<file path="src/rtl/cfg_master.sv">
// Configuration bus initiator: command FIFO, one-at-a-time bus FSM with timeout, response handshake.
// Optional read-modify-write support is built when CFG_MASTER_RMW_EN is defined.
module cfg_master #(
  parameter int DEPTH   = 4,
  parameter int TIMEOUT = 15
) (
  input  logic        c_clk,
  input  logic        c_rst,
  input  logic        cmd_valid,
  output logic        cmd_ready,
  input  logic        cmd_write,
  input  logic [31:0] cmd_addr,
  input  logic [31:0] cmd_wdata,
  input  logic [1:0]  cmd_size,
`ifdef CFG_MASTER_RMW_EN
  input  logic        cmd_rmw,
  input  logic [31:0] cmd_mask,
`endif
  output logic        rsp_valid,
  input  logic        rsp_ready,
  output logic [31:0] rsp_rdata,
  output logic        rsp_err,
  output logic        c_valid,
  input  logic        c_ready,
  output logic        c_write,
  output logic [31:0] c_addr,
  output logic [31:0] c_wdata,
  output logic [1:0]  c_size,
  input  logic [31:0] c_rdata
);

  // Handshakes: a transfer happens on a rising edge where valid and ready are both 1;
  // the offering side holds valid and payload stable until that edge.

  localparam int AW = (DEPTH > 1) ? $clog2(DEPTH) : 1;
  localparam int CW = AW + 1;

  typedef enum logic [2:0] {
    IDLE,
    REQ,
    RESP
`ifdef CFG_MASTER_RMW_EN
    ,
    RD,
    GAP,
    WR
`endif
  } state_t;

  state_t state;

  logic          f_write [DEPTH];
  logic [31:0]   f_addr  [DEPTH];
  logic [31:0]   f_wdata [DEPTH];
  logic [1:0]    f_size  [DEPTH];
`ifdef CFG_MASTER_RMW_EN
  logic          f_rmw   [DEPTH];
  logic [31:0]   f_mask  [DEPTH];
  logic [31:0]   wdata_q;
  logic [31:0]   mask_q;
  logic [31:0]   rd_q;
`endif

  logic [AW-1:0] wr_ptr;
  logic [AW-1:0] rd_ptr;
  logic [CW-1:0] count;
  logic [7:0]    timer;
  logic          push;
  logic          pop;
  logic          bus_phase;

  // cmd_ready depends only on the registered count, so a pop never frees space in the same cycle.
  assign cmd_ready = ~c_rst & (count != CW'(DEPTH));
  assign push      = cmd_valid & cmd_ready;
  assign pop       = (state == IDLE) && (count != '0);

  always_comb begin
    bus_phase = (state == REQ);
`ifdef CFG_MASTER_RMW_EN
    bus_phase = bus_phase | (state == RD) | (state == WR);
`endif
  end

  always_ff @(posedge c_clk) begin
    if (push) begin
      f_write[wr_ptr] <= cmd_write;
      f_addr[wr_ptr]  <= cmd_addr;
      f_wdata[wr_ptr] <= cmd_wdata;
      f_size[wr_ptr]  <= cmd_size;
`ifdef CFG_MASTER_RMW_EN
      f_rmw[wr_ptr]   <= cmd_rmw;
      f_mask[wr_ptr]  <= cmd_mask;
`endif
    end
  end

  always_ff @(posedge c_clk or posedge c_rst) begin
    if (c_rst) begin
      wr_ptr <= '0;
      rd_ptr <= '0;
      count  <= '0;
    end else begin
      if (push) wr_ptr <= wr_ptr + 1'b1;
      if (pop)  rd_ptr <= rd_ptr + 1'b1;
      count <= count + CW'(push) - CW'(pop);
    end
  end

  always_ff @(posedge c_clk or posedge c_rst) begin
    if (c_rst) begin
      state     <= IDLE;
      timer     <= '0;
      c_valid   <= 1'b0;
      c_write   <= 1'b0;
      c_addr    <= '0;
      c_wdata   <= '0;
      c_size    <= '0;
      rsp_valid <= 1'b0;
      rsp_rdata <= '0;
      rsp_err   <= 1'b0;
`ifdef CFG_MASTER_RMW_EN
      wdata_q   <= '0;
      mask_q    <= '0;
      rd_q      <= '0;
`endif
    end else begin
      // Timeout is shared by every bus phase; an ack in the same cycle takes priority.
      if (bus_phase && c_valid && !c_ready) begin
        if (timer == 8'(TIMEOUT)) begin
          c_valid   <= 1'b0;
          rsp_valid <= 1'b1;
          rsp_err   <= 1'b1;
          rsp_rdata <= '0;
          state     <= RESP;
        end else begin
          timer <= timer + 8'd1;
        end
      end

      case (state)
        IDLE: begin
          if (pop) begin
            c_write <= f_write[rd_ptr];
            c_addr  <= f_addr[rd_ptr];
            c_wdata <= f_wdata[rd_ptr];
            c_size  <= f_size[rd_ptr];
            state   <= REQ;
`ifdef CFG_MASTER_RMW_EN
            if (f_rmw[rd_ptr]) begin
              c_write <= 1'b0;
              wdata_q <= f_wdata[rd_ptr];
              mask_q  <= f_mask[rd_ptr];
              state   <= RD;
            end
`endif
          end
        end
        REQ: begin
          if (!c_valid) begin
            c_valid <= 1'b1;
            timer   <= '0;
          end else if (c_ready) begin
            c_valid   <= 1'b0;
            rsp_valid <= 1'b1;
            rsp_err   <= 1'b0;
            rsp_rdata <= c_write ? 32'd0 : c_rdata;
            state     <= RESP;
          end
        end
`ifdef CFG_MASTER_RMW_EN
        RD: begin
          if (!c_valid) begin
            c_valid <= 1'b1;
            timer   <= '0;
          end else if (c_ready) begin
            c_valid <= 1'b0;
            rd_q    <= c_rdata;
            c_wdata <= (c_rdata & ~mask_q) | (wdata_q & mask_q);
            state   <= GAP;
          end
        end
        GAP: begin
          c_valid <= 1'b1;
          c_write <= 1'b1;
          timer   <= '0;
          state   <= WR;
        end
        WR: begin
          if (c_ready) begin
            c_valid   <= 1'b0;
            rsp_valid <= 1'b1;
            rsp_err   <= 1'b0;
            rsp_rdata <= rd_q;
            state     <= RESP;
          end
        end
`endif
        RESP: begin
          if (rsp_ready) begin
            rsp_valid <= 1'b0;
            state     <= IDLE;
          end
        end
        default: state <= IDLE;
      endcase
    end
  end

endmodule
</file>
<file path="config.mk">
export PLATFORM = sky130hd
export DESIGN_NAME = cfg_master
export DESIGN_NICKNAME = d
export VERILOG_FILES = /design/src/rtl/cfg_master.sv
export SDC_FILE = /design/constraint.sdc
export NUM_CORES = 1
export LEC_CHECK = 0
export ABC_CLOCK_PERIOD_IN_PS = 6500
export BUFFER_PORTS_ARGS = -buffer_cell sky130_fd_sc_hd__buf_2
export CAP_MARGIN = 15
export CORE_ASPECT_RATIO = 1.2
export CORE_MARGIN = 2
export CORE_UTILIZATION = 45
export CTS_CLUSTER_SIZE = 24
export DETAILED_ROUTE_END_ITERATION = 16
export PLACE_DENSITY_LB_ADDON = 0.08
export SETUP_SLACK_MARGIN = 0.15
export SYNTH_ARGS = -nofsm -noshare
export SYNTH_HDL_FRONTEND = slang
export SYNTH_SLANG_ARGS = --single-unit
export TNS_END_PERCENT = 50
</file>
<file path="constraint.sdc">
create_clock -name c_clk -period 6.5 [get_ports c_clk]
set_clock_uncertainty 0.15 [all_clocks]
set_input_delay 0.975 -clock c_clk [delete_from_list [all_inputs] [get_ports c_clk]]
set_output_delay 0.975 -clock c_clk [all_outputs]
set_load 0.01 [all_outputs]
</file>
==> results.yml <==
routing:
  wirelength_um: 28300
  drt_iter0_markers: 416
  route.detailed.drc: 0
  post_drt_wl_per_cell_um: 21.2
  first_pass_iters: 4
  via_count: 7129
  avgViaCountPerCell: 5.34
  drtAntennaViolNets: 0
flow_run:
  maxCapViolCount: 0
layout:
  fillCellCount: 2498
  final_nets: 1009
  syn_to_final_growth_pct: 18.5
  layout.area.seq_um2: 11100
  fin_cells: 1336
  stdcell_area_um2: 17200
  drive_gt1_share_pct: 44.9
  multiInputGateArea_um2: 3200
timing:
  max_slew_margin_pct: 23.6
  rsz0062_at_grt: "no"
  final_max_slew_viol_count: 0
  period_share_pct: 43.0
  worstMarginPinSlew_ps: 1150
  setup_viol: 0
  hold_violations: 0
  fmax_mhz: 358
  hold_slack_ps: 348
  min_period_ps: 2800
  tns_ps: 0
power:
  internal_power_mw: 5.54
  max-vdd-ir-drop_mv: 0.272
  pwr_density_cell_nw_per_um2: 448
  power_switching_mw: 2.16
  switching_share_pct: 28.0
  leakagePower_nw: 6.46
  p_comb_share_pct: 24.4
  clock_power_share_pct: 28.1
  p_seq_share_pct: 47.6
global_route:
  grt_pass1_vias: 7777
  antenna_found_initial: 4
  grt-ovfl-total: 0
  track_usage_pct: 17.2
  grt_pass1_wl_um: 44400
  grt_max_degree: 69
placed_design:
  placed_cell_area_um2: 15900
  gp_congestion: 0.769
  io_buffer_count: 206
  dpl.hpwl_um: 16000
  dp_cells: 1260
yosys:
  synthesis.area_um2: 14500
  synthFlopType: "edfxtp_1"
  synth_fp_nets: 787
  async_flop_share_pct: 30.9
  yosys_register_bits: 388
  synth.distinct_cells: 41
  ys_seq_area_share_pct: 76.2
  synthCells: 675
  post-synth-top-area-cell: "edfxtp_1"
  synth.most_common_cell: "edfxtp_1"
  synth_top_area_share_pct: 55.5
  synth.avg_cell_area_um2: 21.5
  synth_edf_count: 268
  synthTopCellsByArea: "edfxtp_1 56%, dfrtp_1 21%, mux4_2 10%, mux2_2 4.7%, a22o_1 1.9%"
  yosys_warnings: 0
  synth_common_cells: "268 x edfxtp_1, 120 x dfrtp_1, 67 x mux4_2"
clocking:
  clock_latency_ps: 540
  cts-htree-levels: 2
  cts_max_path_buffers: 3
  clock-sinks: 388
  post_cts_buffers: 0
  root_buffer: "clkbuf_16"
  cts_tree: "yes"
  cts_resized: 0
  cts_buffers: 40
  path_clk_slew_ps: 60
  hold_buffers: 0
die:
  start_util_pct: 45.3
  row_count: 72
  fp.dieW_um: 168
  io_pins: 207
  dieArea_um2: 33700
  fp.dieH_um: 201
  fp.coreArea_um2: 32000
critical_path:
  critPathLaunchType: "primary input"
  crit_type: "in2out"
  worstPathMaxFanout: 6
  rrSetupSlack_ps: 3770
  worstPathArrival_ps: 1670
  cp.required_ps: 5370
  r2r_cells: 3
  endpoint_kind: "output port"
worst_hold_path:
  whs_path_depth: 1
  hp-class: "reg2reg"
status:
  status: "finished clean"
power groups by stage:
stage | sequential (mW) | combinational, mW | clock (mW)
final | 3.66 | 1.88 | 2.16
after global routing | 3.76 | 2.04 | 2.32
after CTS | 3.69 | 1.91 | 2.23
after detailed placement | 3.74 | 1.91 | 0
after global placement | 3.71 | 1.86 | 0
after floorplan | 3.63 | 1.32 | 0
placed cells by master (no fill, tap or decap), drive strengths merged, types with 2 or more instances in the layout:
master	count
nand2b	3
a21oi	6
nand2	3
nor4	4
and3	5
clkbuf	63
dfrtp	120
xnor2	10
a22o	32
inv	11
nor3	5
nor3b	2
mux4	67
clkinv	7
buf	212
mux2	68
nand4	2
edfxtp	268
ha	7
o32a	2
nand4b	2
nor2	15
sequential cells by signal, indices dropped and copies added (netlist names), 3 cells and up:
register and flops:
f_addr 128, f_wdata 128, c_addr 32, c_wdata 32
rsp_rdata 32, f_size 8, timer 8, f_write 4
count 3, state 3
final cells by class:
cell class,instances,area share [%]
Inverter,10,0.248
Antenna cell,1,0.0146
Multi-Input combinational cell,245,18.6
Sequential cell,388,64.4
Timing Repair Buffer,212,6.50
Clock buffer,63,6.74
Clock inverter,10,0.532
Tap cell,407,2.96
logic make-up (layout without fill, tap and decap cells):
group	count (synthesis)	count (layout)	share of synthesized area (%)
multiplexers	136	136	16.0
AO/OA/AOI/OAI	43	43	2.48
adder cells (fa/ha/maj)	8	8	0.742
XOR/XNOR	11	11	0.665
buffers and inverters	42	295	1.86
other	1	2	0.0259
AND/OR/NAND/NOR	46	46	2.05
flip-flops	388	388	76.2
through the flow:
step | setup slack, ps | power (mW) | util, %
finish | 3700 | 7.70 | 53.7
global route | 3470 | 8.12 | 53.7
CTS | 3610 | 7.83 | 53.5
detailed placement | 3210 | 5.64 | 49.6
global placement | 3340 | 5.56 | 49.6
floorplan | 2190 | 4.95 | -
layer usage:
layer / global-route usage [%] / wire length [µm] / vias up
met5: 0 / 21 / -
met4: 5.00 / 574 / 4
met3: 4.14 / 1530 / 44
met2: 29.8 / 14100 / 210
met1: 21.7 / 12000 / 3715
li1: - / - / 3156
path summary, 6_finish.rpt:
check / start / to
setup / recovery: c_rst / cmd_ready
hold / removal: rsp_rdata[18] / rsp_rdata[18]
setup reg to reg: rd_ptr[0] / c_addr[31]
hold reg to reg: rsp_rdata[18] / rsp_rdata[18]
max in group asynchronous: c_rst / timer[2]
min in group asynchronous: c_rst / c_size[1]
critical path, cell delays in order:
cell	delay (ps)
buf_2	130
a21oi_1	360
buf_2	210
(Power assumes the default switching activity.)
